File: src/rtl/act_skew_feeder.sv
// Activation skew feeder: delays row r of each accepted vector by r advance steps
// so diagonal wavefronts enter the systolic array, then zero-flushes the array after the tile.
module act_skew_feeder #(
  parameter int ROWS       = 8,
  parameter int DATA_WIDTH = 8,
  parameter int DRAIN_LEN  = 15,
  parameter int CNT_WIDTH  = 16
) (
  input  logic                       clk,
  input  logic                       rst_n,
  input  logic                       s_valid,
  output logic                       s_ready,
  input  logic [ROWS*DATA_WIDTH-1:0] s_data,
  input  logic                       s_last,
  output logic [ROWS*DATA_WIDTH-1:0] out_act,
  output logic                       en_compute,
  output logic                       busy,
  output logic                       done,
  output logic [CNT_WIDTH-1:0]       beat_cnt
);

  localparam int LEFT_W = $clog2(DRAIN_LEN + 1);

  typedef enum logic [1:0] {
    IDLE  = 2'd0,
    FEED  = 2'd1,
    DRAIN = 2'd2
  } state_t;

  state_t            state;
  logic [LEFT_W-1:0] drain_left;
  logic              accept;
  logic              advance;

  function automatic logic [CNT_WIDTH-1:0] sat_inc(input logic [CNT_WIDTH-1:0] v);
    return (&v) ? v : v + 1'b1;
  endfunction

  assign s_ready = (state != DRAIN);
  assign accept  = s_valid & s_ready;
  assign advance = accept | (state == DRAIN);
  assign busy    = (state != IDLE);

  always_ff @(posedge clk or negedge rst_n) begin
    if (!rst_n) begin
      state      <= IDLE;
      drain_left <= '0;
      done       <= 1'b0;
      en_compute <= 1'b0;
      beat_cnt   <= '0;
    end else begin
      done       <= 1'b0;
      en_compute <= advance;
      // First accept of a tile restarts the count; the skew chains are already zero here.
      if (accept)
        beat_cnt <= (state == IDLE) ? CNT_WIDTH'(1) : sat_inc(beat_cnt);
      case (state)
        IDLE, FEED: begin
          if (accept) begin
            if (s_last) begin
              state      <= DRAIN;
              drain_left <= LEFT_W'(DRAIN_LEN);
            end else begin
              state <= FEED;
            end
          end
        end
        DRAIN: begin
          if (drain_left == LEFT_W'(1)) begin
            done  <= 1'b1;
            state <= IDLE;
          end else begin
            drain_left <= drain_left - 1'b1;
          end
        end
        default: state <= IDLE;
      endcase
    end
  end

  for (genvar r = 0; r < ROWS; r++) begin : g_row
    logic signed [DATA_WIDTH-1:0] skew_p [r+1];
    logic signed [DATA_WIDTH-1:0] stage_in;

    // Drain injects zeros so every partial sum is pushed out of the array.
    assign stage_in = (state == DRAIN) ? '0 : s_data[r*DATA_WIDTH +: DATA_WIDTH];

    always_ff @(posedge clk or negedge rst_n) begin
      if (!rst_n) begin
        for (int k = 0; k <= r; k++) skew_p[k] <= '0;
      end else if (advance) begin
        skew_p[0] <= stage_in;
        for (int k = 1; k <= r; k++) skew_p[k] <= skew_p[k-1];
      end
    end

    assign out_act[r*DATA_WIDTH +: DATA_WIDTH] = skew_p[r];
  end

endmodule

File: config.mk
export PLATFORM = sky130hd
export DESIGN_NAME = act_skew_feeder
export DESIGN_NICKNAME = d
export VERILOG_FILES = /design/src/rtl/act_skew_feeder.sv
export SDC_FILE = /design/constraint.sdc
export NUM_CORES = 1
export LEC_CHECK = 0
export ABC_AREA = 1
export CORE_MARGIN = 8
export CORE_UTILIZATION = 60
export DETAILED_ROUTE_END_ITERATION = 16
export PLACE_DENSITY = 0.85
export SYNTH_ARGS = -nofsm -noshare
export SYNTH_HDL_FRONTEND = slang
export SYNTH_SLANG_ARGS = --single-unit
File: constraint.sdc
create_clock -name clk -period 2.35 [get_ports clk]
set_input_delay 0.47 -clock clk [delete_from_list [all_inputs] [get_ports clk]]
set_output_delay 0.47 -clock clk [all_outputs]
set_load 0.01 [all_outputs]
# Word-level counts from Yosys, hierarchy flattened
# Index checks and enable logic that the tools add are counted.
word_totals:
  reg_bits: 312
  out_inout_bits: 84
  word_cells: 82
op_classes:
  n_addsub: 2
  n_eq_ne: 9
  mux: 20
  bitwise: 2
  n_reduce_logical: 8
ops:
  columns: ["operator", "count"]
  rows:
  - ["$mux W8", 8]
  - ["$mux W16", 2]
  - ["$add A16 B1 Y16 const B", 1]
  - ["$reduce_and A16 Y1", 1]
  - ["$mux W4", 3]
  - ["$ne A2 B2 Y1 const B", 6]
  - ["$pmux W4 S2", 1]
  - ["$mux W2", 3]
  - ["$eq A4 B1 Y1 const B", 1]
  - ["$pmux W2 S2", 1]
  - ["$reduce_and A2 Y1", 2]
  - ["$reduce_and A4 Y1", 1]
  - ["$reduce_bool A2 Y1", 2]
  - ["$sub A4 B1 Y4 const B", 1]
  - ["$eq A2 B1 Y1 const B", 1]
  - ["$eq A2 B2 Y1 const B", 1]
  - ["$logic_not A2 Y1", 1]
  - ["$mux W1", 2]
  - ["$reduce_or A2 Y1", 1]
  - ["$and A1 B1 Y1", 1]
  - ["$or A1 B1 Y1", 1]

# Logic depth before layout (Yosys ltp)
# Gate-level depths: netlist of the first run.
logic_depth:
  depth_word: 4
  depth_mapped: 9
  mapped_depth_nobuf: 9

# Worst setup path after synthesis of the first run
# No wires, ideal clock.
synth_path:
  path_kind: "flip-flop to flip-flop"
  from: "register beat_cnt[1]"
  to: "register beat_cnt[7]"
  setup_time_ns: 0.074
  arrival_time_ns: 1.381
  required_time_ns: 2.276
  slack_ns: 0.895
  stages_incl_launch_ff: 9
  path_buffers: 1
  period_less_slack_ns: 1.455
  cell_sequence: "dfrtp_1 ha_1 nand2_2 nor2_4 nand3_4 o21ai_2 buf_6 nand2_1 o21ai_2"
synth_via:
  elab_chain_len: 3
  word_cells_on_any_way: 6
synth_rtl:
  columns: ["element", "line_no", "text"]
  rows:
  - ["start: declaration", "19", "output logic [CNT_WIDTH-1:0] beat_cnt"]
  - ["start signal: assignment", "56", "beat_cnt <= (state == IDLE) ? CNT_WIDTH'(1) : sat_inc(beat_cnt);"]
  - ["$add A16 B1 Y16 or $reduce_and A16 Y1 (tied branches)", "36", "return (&v) ? v : v + 1'b1;"]
  - ["$mux W16 or $ne A2 B2 Y1 (tied branches)", null, null]
  - ["$mux W16 or $reduce_and A2 Y1 (tied branches)", null, null]
# Several ways; a longest one is shown, not always the timed one. The select of a mux whose other input is x is not followed.
# A chain may end at the register's enable or synchronous reset.

# Worst setup path after layout of the first run
layout_path:
  from: "register state[1]"
  to: "output port s_ready"
layout_via:
  elab_chain_len: 1
layout_rtl:
  columns: ["element", "line_no", "text"]
  rows:
  - ["start: declaration", "30", "state_t state;"]
  - ["start signal: assignment", "46", "state <= IDLE;"]
  - ["start signal: assignment", "61", "state <= DRAIN;"]
  - ["start signal: assignment", "64", "state <= FEED;"]
  - ["$ne A2 B2 Y1", "39", "assign s_ready = (state != DRAIN);"]
  - ["end: declaration", "12", "output logic s_ready,"]
# Every way passes these cells.

==> metrics, run 1 <==
DRC viols 0; antenna violations before repair 1; slew at the pin closest to its max-slew limit 938 ps; largest net degree at the start of global routing 85; Synth Cell Area roughly 13,000 µm²; Final Hold Viols 0; synthesized net count 1,103; Worst path top cell family by delay buffers and inverters; final setup violation count 0; standard-cell rows 53; Syn Inst Count 1,032; WS Path Type flop to primary output; CTS Root Buffer Type clkbuf_16; GRT Util Overall roughly 19%; CP required around 1900 ps; crit end category primary output; WP buf/inv 3; die area 26,100 µm²; Critical-path top delay cell clkdlybuf4s50_1; worst min path class primary input to asynchronous set/reset pin; pre-CTS setup slack 275 ps; worst r2r src beat_cnt[1]; initial core utilization roughly three fifths; Ports about 150; Synth top area share between 60% and 70%; Fin Setup TNS 0 ps; Die Y about 160 µm; status complete, no violations; Yosys Warn Count 0; Post-Place Cells 1,372; Layout fillers roughly 1,500; core area 21,000 µm²; Crit path top cell by count inv_2; drt total wl approximately 24,000 µm; CP arrival ~1800 ps; minimum clock period between 2000 and 2500 ps; Initial DRC Count 361; H-tree depth 1; Peak Freq between 400 and 500 MHz; nets@finish 1,202; Via density ~5.3; Clock Latency Late Sink about 540 ps; Startpoint Class flop; Synth Register Bits roughly 310; vias in the first global route a little over 8,000; Slew Limit Fails 0; fin cells between 1,000 and 1,500; Register-to-Register Path Depth 7; first-pass GRT wire length 40,600 µm; clk slew on worst S/H paths 60 ps; DR WL/cell 16.6 µm; Rel. slew slack between 30% and 40%; Vias roughly 7,500; RSZ-0062 raised after global routing false; cell accounting for the most synthesized area dfrtp_1; commonest non-fill, non-tap cells in the layout dfrtp_1, nand2_1, clkdlybuf4s50_1; Pleak a little over 7 nW; Port Buf Inserts approximately 150; period utilisation layout 96.5%; remaining global-route overflow 0; Multi-input gate area 3990 µm²; First-pass DRT Iterations 4; reg2reg setup slack 270 ps; layout cell share with drive strength beyond 1 around 14%; Power Density between 1000 and 1500 nW/µm²; final worst slack 81.7 ps; Clock Path Buffers 3; Worst Path Max Fanout 5; Num CTS Buffers 31; CTS tree yes; Final Skew around 9.4 ps; RR Endpoint beat_cnt[6]; crit-path cells inv_2 -> nor2_2 -> inv_2 -> clkdlybuf4s50_1; RD Place Congestion between 0.7 and 0.8; Peak VDD IR between 700 and 800 µV; Sequential cell area between 7000 and 8000 µm²; detailed placement HPWL 15,200 µm; Synth area leaders dfrtp_1, mux2_1, nand2_1, mux2_2, buf_4; Unique masters post-synth 33; post-synthesis sequential area ratio between 60% and 70%; Post-DRT Antenna Nets 0; Syn-to-layout area delta 18.9%; syn avg cell area 12.3 µm²; die width 162 µm; commonest non-fill, non-tap cell in the layout dfrtp_1; Max-cap violations 0; clk sinks 312; Max stage delay on crit path between 500 and 600 ps
sequential cells by signal, summed over array words and instances (netlist names):
| name | count |
|---|---|
| state | 2 |
| beat_cnt | 16 |
| done | 1 |
| g_row.skew_p | 232 |
| drain_left | 4 |
| en_compute | 1 |
| out_act | 56 |
metrics by stage:
step / util, % / power, mW / area (µm²) / hold slack (ps)
finish: 72.2 / 18.9 / 15100 / 423
global route: 72.2 / 20.1 / 15100 / 452
floorplan: - / 12.2 / 12700 / 174
CTS: 72.2 / 19.2 / 15100 / 420
detailed placement: 66.9 / 13.8 / 14000 / 395
global placement: 66.9 / 13.5 / 14000 / 395
report_power, final:
group | leakage, nW | internal, mW | switching, mW
clock | 0.536 | 3.21 | 1.97
sequential | 3.91 | 7.54 | 1.13
combinational | 2.72 | 2.73 | 2.33
total | 7.17 | 13.5 | 5.43
layer usage:
| layer | up-vias | track usage (%) | wire (µm) |
|---|---|---|---|
| li1 | 3552 | - | - |
| met1 | 3778 | 24.6 | 10300 |
| met2 | 160 | 31.0 | 11600 |
| met3 | 34 | 3.72 | 1340 |
| met4 | 0 | 4.80 | 442 |
| met5 | - | 0 | 0 |
cell usage after synthesis (all sizes together):
cell type	count
o21ai	32
xor2	6
a21oi	19
mux2	191
o211ai	1
nor2	42
nor3	1
or2	2
buf	96
nand4	1
nand3	81
clkbuf	10
xnor2	3
ha	3
o21bai	1
dfrtp	312
inv	35
nand2	196
final cells by class:
cell class              count  share of cell area, %
flip-flops and latches    312                   51.6
clock buffers              44                   5.98
inverters                  35                  0.868
repair buffers            172                   11.7
clock inverters            12                   1.26
diodes                      1                 0.0165
well taps                 275                   2.27
multi-input cells         579                   26.4
logic make-up after synthesis:
logic type / Yosys count / synth area share (%)
and+or+nand+nor: 323 / 10.8
buffers and inverters: 141 / 7.37
adders and majority gates: 3 / 0.295
muxes: 191 / 17.2
AOI/OAI and AO/OA: 53 / 2.33
DFF: 312 / 61.3
xor gates and xnor gates: 9 / 0.619
how the worst max path moves through the flow:
stage / start / to / slack [ps] / cells after the start
global placement: s_valid / out_act[51] / 330 / 5
global route: beat_cnt[1] / beat_cnt[10] / 9 / 7
detailed placement: beat_cnt[0] / beat_cnt[10] / 280 / 7
finish: state[1] / s_ready / 80 / 4
floorplan: beat_cnt[1] / beat_cnt[7] / 890 / 8
CTS: state[0] / busy / 20 / 3
what timing repair did:
item                                    CTS  global route
hold buffers                              1             0
resized for setup                         1             1
endpoints found under the setup margin    1             1
endpoints found under the hold margin    41             0
buffers inserted                          0             0
Note: power is estimated with default switching activity, not from simulation.
==> inputs of run 2 (changes only) <==
Settings changed: CORE_MARGIN 8 to 2.
==> run 2 against run 1 <==
Maximum frequency rose by 1.5%. Core utilization decreased by 0.12 points. Final area fell by 0.49%. First-iteration DRC count is 7.5% higher. Worst hold slack gained 46 ps. Global-route usage rose by 2.2 points. Count of clock-buffer cells in the layout decreased by 1. Die area down 14%.
==> metrics, run 2 (same netlist as run 1, synthesis figures left out) <==
RD Place Congestion 0.793 (-0.16%); CTS Root Buffer Type clkbuf_16; internal power 13.1 mW (-2.9%); Clock Latency Late Sink 540 ps (about the same); Port Buf Inserts 151 (unchanged); Num CTS Buffers 30 (-3.2%); CP arrival 1760 ps (-40 ps); clk sinks 312 (unchanged); Sequential cell area 7810 µm² (unchanged); Vias 7,430 (-1.2%); RSZ-0062 raised after global routing false; WS Path Type flop to primary output; slew at the pin closest to its max-slew limit 938 ps (+0.256 ps); final hold slack 469 ps (+46.1 ps); sw frac 28.8% (+0.081 points); Die Y 150 µm (-7.4%); Slew Limit Fails 0 (unchanged); Fin Setup TNS 0 ps (unchanged); core area 20,900 µm² (-0.32%); Syn-to-layout area delta 18.4%; die area 22,400 µm² (-14%); Peak VDD IR 738 µV (-1.2%); crit end category primary output; Power Density 1220 nW/µm² (-2.3%); Final Hold Viols 0 (unchanged); layout cell share with drive strength beyond 1 13.2% (-0.38 points); H-tree depth 1 (unchanged); P_sw 5.30 mW (-2.5%); Post-Place Cells 1,374 (+0.15%); largest net degree at the start of global routing 82 (-3.5%); Rel. slew slack 37.5% (about the same); Most flops, register g_row.skew_p; Ports 152 (unchanged); Clock Path Buffers 3 (unchanged); share of power burned in registers 47.0% (+1.2 points); Layout fillers 1,430 (-1.4%); fin cells 1,424 (-0.42%); final core utilization 72.1% (-0.12 points); Via density 5.22 (-0.83%); pre-CTS setup slack 293 ps (+17.7 ps); clock network fraction of total power 25.6% (-1.8 points); final setup violation count 0 (unchanged); detailed placement HPWL 14,000 µm (-7.8%); Pleak 7.14 nW (-0.42%); commonest non-fill, non-tap cells in the layout dfrtp_1, nand2_1, clkdlybuf4s50_1; First-pass DRT Iterations 4 (unchanged); antenna violations before repair 0 (-1); Startpoint Class flop; CP required 1880 ps (about the same); final worst slack 116 ps (+34.2 ps); DRC viols 0 (unchanged); Multi-input gate area 3990 µm² (unchanged); post-CTS setup buffers 0 (unchanged); vias in the first global route 7,749 (-3.7%); clk slew on worst S/H paths 60 ps (about the same); Post-DRT Antenna Nets 0 (unchanged); CTS tree yes; GRT Util Overall 20.8% (+2.2 points); nets@finish 1,203 (+0.083%); remaining global-route overflow 0 (unchanged); Max-cap violations 0 (unchanged); Worst Path Max Fanout 5 (unchanged); commonest non-fill, non-tap cell in the layout dfrtp_1; Ant. Diodes 0 (-1); DR WL/cell 15.8 µm (-4.7%); power share of the combinational group 27.4% (+0.6 points); minimum clock period 2230 ps (-34.2 ps); standard-cell rows 53 (unchanged); status complete, no violations; max reg flops 232 (unchanged); die width 150 µm (-7.4%); Initial DRC Count 388 (+7.5%); Final Skew 11.2 ps (+1.85 ps); Peak Freq 448 MHz (+1.5%); worst min path class primary input to flop; drt total wl 22,500 µm (-5.1%); first-pass GRT wire length 37,900 µm (-6.5%); initial core utilization 60.9% (+0.19 points); period utilisation layout 95.1% (-1.5 points)
==> run 2: changes by cell type in the layout (fill, tap and decap cells not counted) <==
cell and delta:
buf_12 +3, clkinv_2 -1, diode_2 -1, clkbuf_8 -1
clkinvlp_4 -2, buf_4 -1, bufinv_16 -3
==> run 2: path summary, 6_finish.rpt <==
path	start	endpoint	slack, ps	cells after the start
worst max-delay path	state[1]	s_ready	120	4
worst min-delay path	s_data[13]	g_row[1].skew_p[13]	470	3
worst max register to register	beat_cnt[1]	beat_cnt[4]	250	7
worst min register to register	g_row[2].skew_p[10]	g_row[2].skew_p[10]	480	1
max in group asynchronous	rst_n	g_row[2].skew_p[22]	1140	3
min in group asynchronous	rst_n	g_row[4].skew_p[12]	520	2
==> run 2: per-layer routing <==
layer | vias up | track usage (%) | part of all wire (%)
met2 | 149 | 34.5 | 48
li1 | 3532 | - | -
met4 | 0 | 4.29 | 1.4
met3 | 23 | 4.12 | 5.1
met5 | - | 0 | 0
met1 | 3726 | 29.1 | 45
==> run 2: cell type report <==
cell class | instances | area share (%)
flip-flops and latches | 312 | 51.8
multi-input cells | 579 | 26.5
repair buffers | 174 | 12.1
clock buffers | 43 | 5.91
well taps | 275 | 2.28
inverters | 35 | 0.872
clock inverters | 6 | 0.532
==> run 2: what timing repair did <==
action | in CTS | in global routing
endpoints found under the hold margin | 71 | 0
hold buffers | 1 | 0
pin swaps | 0 | 0
resized for setup | 1 | 1
endpoints found under the setup margin | 1 | 1
==> run 2: power by group through the flow <==
| stage | Clock [mW] | Combinational (mW) | Sequential, mW |
|---|---|---|---|
| after floorplan | 0 | 3.89 | 8.36 |
| after global placement | 0 | 4.84 | 8.58 |
| after detailed placement | 0 | 5.06 | 8.71 |
| after CTS | 4.80 | 5.12 | 8.66 |
| after global routing | 5.04 | 5.55 | 8.92 |
| final | 4.71 | 5.03 | 8.64 |
==> run 2: critical path, cell delays in order (launching register included) <==
cell and delay (ps):
dfrtp_1 400, inv_2 80, nor2_2 40, inv_2 130, clkdlybuf4s50_1 580
==> run 2: through the flow <==
| stage | area (µm²) | total power [mW] |
|---|---|---|
| finish | 15100 | 18.4 |
| global route | 15100 | 19.5 |
| CTS | 15100 | 18.6 |
| detailed placement | 14100 | 13.8 |
| global placement | 14100 | 13.4 |
| floorplan | 12700 | 12.2 |
==> patch 1, RTL diff (config.mk and constraints of run 2) <==
Encoding of `state_t`: now one-hot (3 bits for 3 states).
--- a/src/rtl/act_skew_feeder.sv
+++ b/src/rtl/act_skew_feeder.sv
@@ -22,8 +22,8 @@
   localparam int LEFT_W = $clog2(DRAIN_LEN + 1);
 
-  typedef enum logic [1:0] {
-    IDLE  = 2'd0,
-    FEED  = 2'd1,
-    DRAIN = 2'd2
+  typedef enum logic [2:0] {
+    IDLE  = 3'b001,
+    FEED  = 3'b010,
+    DRAIN = 3'b100
   } state_t;
 
Behaviour: no difference found for any inputs over 4 cycles, from zero or initial values and one cycle with rst_n low; so few cycles prove little.
==> patch 1 against run 2 <==
Global-route usage is 0.69 points higher. Power down 1.6%. Wire length is 2.9% higher. Worst setup slack worse by 0.036 ns. Synthesized area is 0.19% higher. Sequential cell count grew 1. Cell area is 1.2% higher. Sequential share of layout area is 0.42 points lower. Largest cell class unchanged.
==> patch 1: results (changes against run 2) <==
- H-tree depth: 2 (was 1)
- Sequential fraction of the synthesis area: 61.4% (was 61.3%)
- First-pass GRT wire length: 39200 um (was 37900 um)
- GP Congestion: 0.847 (was 0.793)
- WL per Instance: 15.8 um (about the same)
- Cts bufs inserted: 34 (was 30)
- Drt first-iter violations: 414 (was 388)
- Worst slew margin: 47.4% (was 37.5%)
- Worst EP arrival: 1.80 ns (was 1.76 ns)
- Internal: 13.1 mW (about the same)
- Final nets: 1238 (was 1203)
- WL final: 23200 um (was 22500 um)
- Max VDD drop: 0.579 mV (was 0.738 mV)
- DP HPWL: 14000 um (about the same)
- Mean Syn Cell Area: 12.0 um^2 (was 12.3 um^2)
- Largest net degree at the start of global routing: 70 (was 82)
- Seq group: 8.36 mW (was 8.64 mW)
- Status: finished clean (unchanged)
- Critical path's largest stage delay: 0.55 ns (was 0.58 ns)
- Leakage power: 7.12 nW (was 7.14 nW)
- Cells after DPL: 1405 (was 1374)
- Top cells by area, synth: dfrtp_1 (61%), mux2_2 (15%), nand2_1 (6.3%) (was dfrtp_1 (61%), mux2_1 (12%), nand2_1 (5.7%))
- Clk root buf: clkbuf_16 (unchanged)
- GRT Util Overall: 21.5% (was 20.8%)
- DR vias: 7705 (was 7430)
- Resize count post-CTS: 0 (was 1)
- Synth cell types: 28 (was 33)
- Synth top cells by count: dfrtp_1 (312), nand2_1 (215), mux2_2 (174) (was dfrtp_1 (312), nand2_1 (192), mux2_1 (131))
- Hold Path Class: flop to flop (was primary input to flop)
- Share of cells above drive strength 1: 21.7% (was 13.2%)
patch 1: cell families after synthesis:
kind of cell	Yosys count	share of synthesized area (%)
compound gates	60	2.55
xor+xnor	2	0.137
fa+ha+maj	3	0.294
buf+inv	154	7.57
flops	313	61.4
mux	193	17.0
simple gates	339	11.0
patch 1: critical path: cells and delay by family (launching register included):
family | cells | cell delay (ns)
DFF | 1 | 0.53
buffers and inverters | 2 | 0.63
and+or+nand+nor | 1 | 0.14
patch 1: final timing paths:
kind / startpoint / endpoint / slack [ns] / depth (start not counted)
setup / recovery: state[0] / s_ready / 0.08 / 3
hold / removal: g_row[6].skew_p[46] / g_row[6].skew_p[46] / 0.48 / 1
setup reg to reg: state[0] / drain_left[0] / 0.39 / 8
hold reg to reg: g_row[6].skew_p[46] / g_row[6].skew_p[46] / 0.48 / 1
max in group asynchronous: rst_n / out_act[35] / 1.11 / 3
min in group asynchronous: rst_n / beat_cnt[4] / 0.52 / 2
patch 1: layout make-up:
type	instances	area, um^2
sequential	313	7830
fill	1457	5720
multi-input combinational	597	3970
timing repair buffer	174	1790
clock buffer	52	1030
tap	275	344
inverter	47	176
clock inverter	7	85.1
patch 1: metrics by stage:
stage / instance area (um^2) / utilization, % / total power [mW] / setup WS (ns)
detailed placement: 14100 / 67.3 / 12.9 / 0.271
finish: 15200 / 72.7 / 18.1 / 0.0798
CTS: 15200 / 72.7 / 18.3 / 0.0565
global route: 15200 / 72.7 / 19.1 / 0.0237
floorplan: 12800 / - / 11.5 / 0.875
global placement: 14100 / 67.3 / 12.6 / 0.294
patch 1: metal layers:
layer | vias up | global-route usage, % | wire length (um)
met2 | 184 | 35.3 | 11200
li1 | 3659 | - | -
met1 | 3826 | 29.6 | 10400
met3 | 36 | 4.12 | 1110
met4 | 0 | 6.51 | 508
met5 | - | 0 | 0
==> patch 2, RTL diff (settings of run 2) <==
Made on the original files. Change the parameter `ROWS` from 8 to 4.
--- a/src/rtl/act_skew_feeder.sv
+++ b/src/rtl/act_skew_feeder.sv
@@ -2,5 +2,5 @@
 // so diagonal wavefronts enter the systolic array, then zero-flushes the array after the tile.
 module act_skew_feeder #(
-  parameter int ROWS       = 8,
+  parameter int ROWS       = 4,
   parameter int DATA_WIDTH = 8,
   parameter int DRAIN_LEN  = 15,
Interface: changed (resized out_act and s_data); port bits go from 152 to 88. The function was not compared with the original's and may differ.
==> patch 2 against run 2 <==
Cell area down 63%. Via count down 57%. Sequential cell count down 208. Largest cell class unchanged. Worst setup slack better by 0.10 ns. Synthesized area down 64%. Wire length down 60%. Critical path type unchanged. Cell count down 57%. Power down 68%.
==> patch 2: results (changes against run 2) <==
- Status: finished clean (unchanged)
- Sequential fraction of the synthesis area: 56.4% (was 61.3%)
- Non-clk buf share: 16.9% (was 12.1%)
- R2r worst-path depth: 6 (was 7)
- Place WS: 0.335 ns (was 0.293 ns)
- PortBufs: 87 (was 151)
- Non-clock buffer count: 94 (was 174)
- Clock Skews: 0.00787 ns (was 0.0112 ns)
- DRT Pass-1 Iters: 5 (was 4)
- Clk pwr share: 17.7% (was 25.6%)
- Non-clk invs: 23 (was 35)
- Met3 Use GR: 7.07% (was 4.12%)
- Internal: 3.90 mW (was 13.1 mW)
- # clk buffers: 10 (was 43)
- Sequential cell count: 104 (was 312)
- Max FFs per register: 56 (was 232)
- P_comb: 2.06 mW (was 5.03 mW)
- Post-synthesis xor/xnor area fraction: 2.09% (was 0.619%)
- Worst EP arrival: 1.66 ns (was 1.76 ns)
- Leakage power: 2.62 nW (was 7.14 nW)
- Clock Path Buffers: 2 (was 3)
- Multi-input logic portion of the cell area: 29.6% (was 26.5%)
- Reg-to-reg endpoint: g_row[2].skew_p[10] (was beat_cnt[4])
- R2r startpoint: state[0] (was beat_cnt[1])
- Hold path start: g_row[2].skew_p[17] (was s_data[13])
- Mux cell area share after synthesis: 11.6% (was 17.2%)
- Share of cells above drive strength 1: 14.8% (was 13.2%)
patch 2: worst max-delay path, cell delays in order, from the launching register on:
cell and delay [ns]:
dfrtp_1 0.46, nor2_4 0.19, inv_1 0.15, clkdlybuf4s50_1 0.50
patch 2: routing by layer:
layer / vias to the layer above / part of all wire (%) / wire, um
met2: 91 / 49 / 4390
met1: 1575 / 45 / 4070
li1: 1527 / - / -
met4: 0 / 0.38 / 34
met5: - / 0 / 0
met3: 6 / 6.0 / 541
patch 2: worst max-delay path by stage:
stage | from | to | slack, ns | cells past startpoint
floorplan | beat_cnt[1] | beat_cnt[2] | 0.88 | 7
global placement | s_valid | out_act[26] | 0.39 | 5
detailed placement | s_valid | g_row[2].skew_p[10] | 0.34 | 5
CTS | state[1] | busy | 0.08 | 3
global route | state[1] | busy | 0.11 | 3
finish | state[1] | busy | 0.22 | 3
patch 2: repair_timing:
action                                 4_1_cts  5_1_grt
endpoints found under the hold margin       18        0
setup endpoints to repair                    0        1
resized for setup                            0        1
hold buffers                                 1        0
